===== src/rtl/button_debounce.sv =====
// Synchronises raw buttons and debounces them on sample_tick into level, press/release pulses and a key index.
// Latency: 2 clk sync + STABLE_SAMPLES ticks; no backpressure, pulses are single-cycle and never stall.
module button_debounce #(
  parameter int NUM_BTN        = 4,
  parameter int STABLE_SAMPLES = 4
) (
  input  logic                       clk,
  input  logic                       rst,
  input  logic                       sample_tick,
  input  logic [NUM_BTN-1:0]         btn_raw,
  output logic [NUM_BTN-1:0]         btn_level,
  output logic [NUM_BTN-1:0]         btn_press,
  output logic [NUM_BTN-1:0]         btn_release,
  output logic                       btn_valid,
  output logic [$clog2(NUM_BTN)-1:0] btn_code
);

  localparam int CW     = $clog2(STABLE_SAMPLES + 1);
  localparam int CODE_W = $clog2(NUM_BTN);
  localparam logic [CW-1:0] CNT_LAST = CW'(STABLE_SAMPLES - 1);

  logic [NUM_BTN-1:0] sync_q1;
  logic [NUM_BTN-1:0] sync_q2;
  logic [CW-1:0]      cnt [NUM_BTN];

  always_ff @(posedge clk) begin
    if (!rst) begin
      sync_q1     <= '0;
      sync_q2     <= '0;
      btn_level   <= '0;
      btn_press   <= '0;
      btn_release <= '0;
      for (int i = 0; i < NUM_BTN; i++) begin
        cnt[i] <= '0;
      end
    end else begin
      sync_q1     <= btn_raw;
      sync_q2     <= sync_q1;
      btn_press   <= '0;
      btn_release <= '0;
      if (sample_tick) begin
        for (int i = 0; i < NUM_BTN; i++) begin
          // Any matching sample restarts the run of differing samples.
          if (sync_q2[i] == btn_level[i]) begin
            cnt[i] <= '0;
          end else if (cnt[i] == CNT_LAST) begin
            btn_level[i]   <= ~btn_level[i];
            btn_press[i]   <= ~btn_level[i];
            btn_release[i] <= btn_level[i];
            cnt[i]         <= '0;
          end else begin
            cnt[i] <= cnt[i] + CW'(1);
          end
        end
      end
    end
  end

  assign btn_valid = |btn_press;

  // Descending scan so the lowest pressed index wins.
  always_comb begin
    btn_code = '0;
    for (int i = NUM_BTN - 1; i >= 0; i--) begin
      if (btn_press[i]) begin
        btn_code = CODE_W'(i);
      end
    end
  end

endmodule


===== config.mk =====
export PLATFORM = sky130hd
export DESIGN_NAME = button_debounce
export DESIGN_NICKNAME = d
export VERILOG_FILES = /design/src/rtl/button_debounce.sv
export SDC_FILE = /design/constraint.sdc
export NUM_CORES = 1
export LEC_CHECK = 0
export CORE_ASPECT_RATIO = 1.5
export CORE_MARGIN = 10
export CORE_UTILIZATION = 60
export DETAILED_ROUTE_END_ITERATION = 10
export DONT_BUFFER_PORTS = 1
export GPL_TIMING_DRIVEN = 0
export PLACE_DENSITY = 0.84
export REMOVE_ABC_BUFFERS = 1
export SYNTH_ARGS = -nofsm -noshare
export SYNTH_HDL_FRONTEND = slang
export SYNTH_SLANG_ARGS = --single-unit

===== constraint.sdc =====
create_clock -name clk -period 2.6 [get_ports clk]
set_input_delay 0.26 -clock clk [delete_from_list [all_inputs] [get_ports clk]]
set_output_delay 0.26 -clock clk [all_outputs]
set_load 0.02 [all_outputs]

**After elaboration in Yosys (flattened, before gate mapping)**

Memories as Yosys holds them, arrays and structs flattened.
Index checks and enable logic that the tools add are counted.

- Memory bits (writable): 12
- Word-level logic and storage cells: 135
- Bits in latches: 0
- ROM bits: 0
- Register bits after elaboration: 20
- Input port bits: 7
- Output and inout port bits: 15
- Memories: 1

Memory list:

| name | depth | bits a word | rd ports | clocked after memory_dff | write ports | RTL line | source |
|---|---|---|---|---|---|---|---|
| cnt | 4 | 3 | 4 | 0 | 4 | 24 | `logic [CW-1:0] cnt [NUM_BTN];` |

- $lt $le $gt $ge: 0
- Reduce and logical (&&, ||, !) cells: 9
- Mux-type cells: 73
- Div/mod/pow operators: 0
- Add/subtract/negate cells: 4
- Multipliers: 0
- Equal/unequal tests: 8
- Shift operators: 0
- Bitwise operators: 26

Operators by type and width:

| cell | count |
|---|---|
| 1-bit two-way mux | 57 |
| 3-bit two-way mux | 12 |
| 4-bit OR reduction | 5 |
| 1-bit NOT | 14 |
| 3-bit by 1-bit adder with 3-bit output, second input constant | 4 |
| 3-bit by 2-bit == test with 1-bit output, second input constant | 4 |
| 1-bit bitwise OR | 12 |
| 3-bit AND reduction | 4 |
| 2-bit two-way mux | 4 |
| 1-bit == test | 4 |

**Longest topological paths before layout**

Gate-level depths: netlist of the first run.

- Depth in word-level cells: 8
- Mapped depth: 4

**Worst setup path before layout of the first run**

No wires, ideal clock.

- Path kind: flip-flop to flip-flop
- Start point: mem cnt[1][0] in the netlist's numbering
- End point: mem cnt[1][2] in the netlist's numbering, data pin
- Arrival time: 1,078 ps
- Data required time: 2,424 ps
- Period minus slack after synthesis: 1,254 ps
- Path buffers: 0
- Cell stages (with the launch flop): 4
- Setup slack: 1,346 ps
- Cells stage by stage: edfxtp_1 -> ha_1 -> ha_1 -> nor4_1

RTL lines:

| what | RTL line |
|---|---|
| start: declaration | 24 |

**Worst setup path after layout of the first run**

- Start point: reg btn_press[2]
- End point: out btn_code[1]

- Cells in the longest elaborated chain, start to end: 3

RTL lines:

| what | RTL line | source |
|---|---|---|
| start: declaration | 12 | `output logic [NUM_BTN-1:0] btn_press,` |
| start signal: indexed assignment | 48 | `btn_press[i] <= ~btn_level[i];` |
| 2-bit two-way mux (3 in series) | 65 | `if (btn_press[i]) begin` |
| end: declaration | 15 | `output logic [$clog2(NUM_BTN)-1:0] btn_code` |

Every way passes these cells.

==> results.md, run 1 <==
- Num Clock Sinks: 32
- Critical path capture point type: primary output
- Most common cell in the netlist: dfxtp_1
- Die area: 4530 µm²
- Initial Util: 0.639
- All-Layer GR Usage: 0.104
- GRT overflow: 0
- Critical path class: reg2out
- Synth Instances: 109
- Main synth FF type: dfxtp_1
- Ratio of cells with drive above 1 in the final layout: 0.124
- Leading area contributor after synthesis: dfxtp_1
- DR vias: 788
- PwrDens: 609 nW/µm²
- TritonCTS buffer count: 5
- Vias per Instance: 5.84
- Max Clk Rate: 596 MHz
- Pre-antenna DRT Iters: 4
- Leak pwr: 0.508 nW
- Area grow syn2layout: 3.30%
- Synth top area cells: dfxtp_1 (30%), edfxtp_1 (27%), ha_1 (7.5%)
- # IOs: 22
- Row cnt: 20
- NumNets Final: 127
- Largest family of logic cells by synthesized area: simple AND/OR/NAND/NOR gates
- Reg clk slew, reported paths: 0.10 ns
- Initial antenna violation count: 0
- Synth cell count leaders: dfxtp_1 (20), nand2_1 (13), edfxtp_1 (12)
- Slew @ Worst Pin: 0.664 ns
- H-tree depth: 2
- Simple-gate area share of the yosys netlist: 0.252
- First-pass GRT wire length: 3640 µm
- Placed wire-length estimate: 1620 µm
- Max VDD drop: 430 µV
- Post-CTS Hold Buffers: 0
- Root Buffer Master: clkbuf_4
- CTS tree: done
- Post-synth cell types: 22
- Post-Syn Area per Cell: 12.2 µm²
- Cell Area, Synth: 1330 µm²
- Compound-Gate Fraction of Synth Area: 0.00377
- Postcts setup bufs: 0
- Yosys reg bits: 32
- Fillers: 163
- Number of flops mapped to enable cells by yosys: 12
- Antenna diodes: 0
- Final min period: 1.68 ns
- Delay-heaviest family, CP: simple AND/OR/NAND/NOR gates
- Pins Over Slew Limit: 0
- Maxcap violations: 0
- Fin Setup TNS: 0 ns
- Worst rel slew slack: 0.554
- Final Cycle Share: 0.645
- Synth Area in XOR/XNOR: 0.0264
- Fin. Hold Viols: 0
- Post-Route Skew: 0.00890 ns
- Final GP Congestion: 0.699
- Routed Antenna Nets: 0
- Async SR Flop Fraction: 0
- CP required: 2.34 ns
- Slowest cell on crit path: nor3_1
- Setup Viol. Count Final: 0
- Status: complete, no violations
- Post-synth top area share: 0.302
- Buffers on Ports: 0
- Synth warn: 0
- DRT Wirelength: 2170 µm
- Tot Pwr: 0.835 mW
- Die Wd: 58.4 µm
- Critical-path cell list: nor2_1 -> nor3_1
- Arrival time at the worst endpoint: 1.42 ns
- Largest net degree at the start of global routing: 23
- Vias in the first global route: 826
- CP max FO: 3
- Storage cell area: 761 µm²
- Average wire per standard cell: 16.0 µm
- Clock buffer depth: 2
- Area share of fa/ha/maj cells after synthesis: 0.0754
- Overall die height: 77.6 µm
- Hold Path Class: in2reg
- Multi-input gate area: 514 µm²
- Crit-path max cell delay: 0.52 ns
- Post_cts resized: 0
- Core area: 2080 µm²
- Detailed Route Iter0 Violations: 28
- Startpoint types: flip-flop
- WP buf/inv: 0
- Multiplexer share of the synthesized area: 0.0302
- # DRC: 0
- Worst-Skew Late Latency: 0.33 ns
- RSZ-0062 raised after global routing: false
- Sequential area share after synthesis: 0.573
final cells by class:
cell class,count,share of cell area
clock buffers,7,0.0328
well taps,22,0.0201
multi-input cells,68,0.375
clock inverters,1,0.00365
flip-flops and latches,32,0.555
inverters,5,0.0137
state kept, by name, indices dropped and copies added, names as in the netlist:
| register | flops |
|---|---|
| btn_release | 4 |
| btn_press | 4 |
| sync_q2 | 4 |
| btn_level | 4 |
| cnt | 12 |
| sync_q1 | 4 |
cells in the final DEF, fill, tap and decap left out:
cell type	n
dfxtp_1	20
nand2_1	13
edfxtp_1	12
and2_1	8
nor4_1	8
ha_1	8
inv_1	5
clkbuf_4	5
mux2i_1	4
nand3_1	4
nor3b_1	4
nor3b_2	4
xnor2_1	4
nor4b_2	3
nand2b_1	2
nor2_1	2
clkbuf_1	2
a21oi_1	1
nor3_1	1
nand2_2	1
nor4b_1	1
clkinv_2	1
cells by family after synthesis:
group | Yosys count
xor+xnor | 4
flops | 32
simple gates | 51
buf+inv | 9
compound gates | 1
fa+ha+maj | 8
mux | 4
worst paths after layout:
kind              slack [ns]  cells after the start          end          from
setup reg to reg        1.17                      3    cnt[1][0]     cnt[1][0]
hold reg to reg         0.44                      1   sync_q2[2]    sync_q1[2]
hold / removal          0.04                      1   sync_q2[2]           rst
setup / recovery        0.92                      2  btn_code[1]  btn_press[2]
routing by layer:
layer	wire length, µm	GRT usage	up-vias
li1	-	-	390
met1	788	0.0964	368
met2	1100	0.167	25
met3	237	0.0717	5
met4	37	0.0495	0
met5	0	0	-
power by group:
part           total, mW  internal [mW]  switching [mW]
clock              0.263          0.105           0.157
combinational     0.0309         0.0140          0.0169
sequential         0.542          0.534         0.00779
stage by stage:
step / hold slack, ns / instances / util / instance area, µm² / setup slack, ns
2_1_floorplan: 0.382 / 105 / - / 1290 / 1.35
3_3_place_gp: 0.385 / 127 / 0.636 / 1320 / 1.27
3_5_place_dp: 0.388 / 127 / 0.636 / 1320 / 1.23
4_1_cts: 0.0375 / 135 / 0.660 / 1370 / 0.908
5_1_grt: 0.0104 / 135 / 0.660 / 1370 / 0.824
6_report: 0.0396 / 135 / 0.660 / 1370 / 0.923
No activity file was read; power rests on OpenSTA's default activity.
==> run 2: changes to the inputs <==
--- a/config.mk
+++ b/config.mk
@@ -7,11 +7,11 @@
 export LEC_CHECK = 0
 export CORE_ASPECT_RATIO = 1.5
 export CORE_MARGIN = 10
-export CORE_UTILIZATION = 60
+export CORE_UTILIZATION = 54
 export DETAILED_ROUTE_END_ITERATION = 10
 export DONT_BUFFER_PORTS = 1
 export GPL_TIMING_DRIVEN = 0
-export PLACE_DENSITY = 0.84
+export PLACE_DENSITY = 0.8
 export REMOVE_ABC_BUFFERS = 1
 export SYNTH_ARGS = -nofsm -noshare
 export SYNTH_HDL_FRONTEND = slang
==> constraint.sdc (replaced) <==
create_clock -name clk -period 1.49 [get_ports clk]
set_input_delay 0.149 -clock clk [delete_from_list [all_inputs] [get_ports clk]]
set_output_delay 0.149 -clock clk [all_outputs]
set_load 0.02 [all_outputs]
==> run 2 against run 1 <==
Against the previous run: clock power increased by 93%; critical path depth unchanged; via count increased by 4.2%; highest routed layer unchanged.
==> results.md, run 2 (synthesized netlist as in run 1, its figures left out) <==
- Reg2reg path depth: 3 (unchanged)
- Pins Over Slew Limit: 0 (unchanged)
- Placed wire-length estimate: 1740 µm (was 1620 µm)
- Critical path class: reg2out (unchanged)
- Max FFs per register: 12 (unchanged)
- NumNets Final: 133 (was 127)
- Clock buffer depth: 2 (unchanged)
- Num Clock Sinks: 32 (unchanged)
- Hold path start: sample_tick (was rst)
- Status: complete, no violations (unchanged)
- CP max FO: 3 (unchanged)
- Most frequent cells in the layout: dfxtp_1 (20), nand2_1 (13), edfxtp_1 (12) (unchanged)
- Setup Viol. Count Final: 0 (unchanged)
- H-tree depth: 2 (unchanged)
- Startpoint types: flip-flop (unchanged)
- GRT overflow: 0 (unchanged)
- Detailed Route Iter0 Violations: 21 (was 28)
- Average wire per standard cell: 16.1 µm (was 16.0 µm)
- Initial antenna violation count: 0 (unchanged)
- All-Layer GR Usage: 0.105 (was 0.104)
- Hold Path Sink: btn_release[2] (was sync_q2[2])
- Placed Cells: 129 (was 127)
- Ratio of cells with drive above 1 in the final layout: 0.143 (was 0.124)
- Hold Path Class: in2reg (unchanged)
- DR vias: 821 (was 788)
- Root Buffer Master: clkbuf_4 (unchanged)
- Worst rel slew slack: 0.647 (was 0.554)
- Worst r2r src: cnt[3][0] (was cnt[1][0])
- Postcts setup bufs: 0 (unchanged)
- Maxcap violations: 0 (unchanged)
- Arrival time at the worst endpoint: 1.27 ns (was 1.42 ns)
- Vias per Instance: 5.74 (was 5.84)
- Non-filler instance count after layout: 143 (was 135)
- Vias in the first global route: 848 (was 826)
- DRT Wirelength: 2310 µm (was 2170 µm)
- Final GP Congestion: 0.765 (was 0.699)
- Max VDD drop: 915 µV (was 430 µV)
- First-pass GRT wire length: 3720 µm (was 3640 µm)
- Area grow syn2layout: 9.99% (was 3.30%)
- Crit-path max cell delay: 0.49 ns (was 0.52 ns)
- Leak pwr: 0.552 nW (was 0.508 nW)
- CP required: 1.34 ns (was 2.34 ns)
- Row cnt: 22 (was 20)
- RR Endpoint: cnt[3][2] (was cnt[1][0])
- Slew @ Worst Pin: 0.529 ns (was 0.664 ns)
- Final Cycle Share: 0.954
- Critical-path cell list: nor2_1 -> nor3_2 (was nor2_1 -> nor3_1)
- Max Clk Rate: 703 MHz
- Biggest register: cnt (unchanged)
- # IOs: 22 (unchanged)
- Fillers: 199 (was 163)
- Post-Route Skew: 0.0124 ns (was 0.00890 ns)
- Largest net degree at the start of global routing: 19 (was 23)
- Delay-heaviest family, CP: flip-flops (was simple AND/OR/NAND/NOR gates)
- PwrDens: 1050 nW/µm² (was 609 nW/µm²)
- TritonCTS buffer count: 5 (unchanged)
- Fin. Hold Viols: 0 (unchanged)
- Reg2reg setup slack: 0.10 ns (was 1.17 ns)
- Initial Util: 0.554 (was 0.639)
- RSZ-0062 raised after global routing: true (was false)
- Path length in cells of the critical path: 2 (unchanged)
- Die Wd: 60.5 µm (was 58.4 µm)
- Antenna diodes: 0 (unchanged)
- Critical path capture point type: primary output (unchanged)
- Most common cell after layout, fill and taps aside: dfxtp_1 (unchanged)
- WP buf/inv: 0 (unchanged)
- Buffers on Ports: 0 (unchanged)
- Core area: 2390 µm² (was 2080 µm²)
- Die area: 4880 µm² (was 4530 µm²)
- Final min period: 1.42 ns
- Pre-antenna DRT Iters: 4 (unchanged)
- Reg clk slew, reported paths: 0.10 ns (about the same)
- Worst-Skew Late Latency: 0.33 ns (about the same)
- Final Util: 0.610 (was 0.660)
- # DRC: 0 (unchanged)
- CTS tree: done (unchanged)
- Hold path depth: 2 (was 1)
- Routed Antenna Nets: 0 (unchanged)
- Slowest cell on crit path: dfxtp_1 (was nor3_1)
- Overall die height: 80.7 µm (was 77.6 µm)
-- run 2: changes by cell type in the layout (fill, tap and decap cells not counted), sizes merged --
cell | previous run | this run
clkbuf | 7 | 8
clkinv | 1 | 0
dlygate4sd3 | 0 | 5
dlymetal6s4s | 0 | 1
-- run 2: where the power goes --
part           internal, mW  total, mW  switching, mW
Combinational        0.0365     0.0766         0.0402
Sequential            0.931      0.945         0.0136
Clock                 0.233      0.508          0.275
-- run 2: per-stage QoR --
step / hold WS [ns] / setup slack, ns / power (mW) / setup TNS, ns / cell area [µm²]
finish: 0.0175 / 0.0680 / 1.53 / 0 / 1460
global route: 0.0230 / -0.0104 / 1.59 / -0.0104 / 1460
CTS: 0.0111 / 0.0274 / 1.54 / 0 / 1450
detailed placement: 0.278 / 0.0505 / 1.02 / 0 / 1320
global placement: 0.274 / 0.205 / 1.01 / 0 / 1320
floorplan: 0.271 / 0.236 / 1.01 / 0 / 1290
-- run 2: worst max path at each step --
stage,endpoint,from,slack [ns]
2_1_floorplan,cnt[1][2],cnt[1][0],0.24
3_3_place_gp,cnt[1][1],cnt[1][0],0.21
3_5_place_dp,cnt[1][1],cnt[1][0],0.05
4_1_cts,btn_code[1],btn_press[2],0.03
5_1_grt,btn_code[1],btn_press[2],-0.01
6_report,btn_code[1],btn_press[2],0.07
-- run 2: worst reg2reg max path, cell delays in order, from the launching register on --
cell      delay [ns]
edfxtp_1        0.41
ha_1            0.22
ha_1            0.29
nor4_1          0.28
-- run 2: per-layer routing --
| metal | vias to the layer above | track usage | part of all wire |
|---|---|---|---|
| li1 | 403 | - | - |
| met1 | 391 | 0.0874 | 0.34 |
| met2 | 20 | 0.180 | 0.55 |
| met3 | 7 | 0.0615 | 0.083 |
| met4 | 0 | 0.0661 | 0.025 |
| met5 | - | 0 | 0 |
-- run 2: layout make-up --
| class | count | area (µm²) | area share |
|---|---|---|---|
| Multi-Input combinational cell | 68 | 529 | 0.362 |
| Clock buffer | 8 | 58.8 | 0.0403 |
| Timing Repair Buffer | 6 | 62.6 | 0.0428 |
| Tap cell | 24 | 30.0 | 0.0206 |
| Sequential cell | 32 | 761 | 0.521 |
| Inverter | 5 | 18.8 | 0.0129 |
-- run 2: repair_timing --
action                     4_1_cts  5_1_grt
setup endpoints to repair        2        3
resized for setup                2        2
hold buffers                     6        0
hold endpoints to repair        16        0
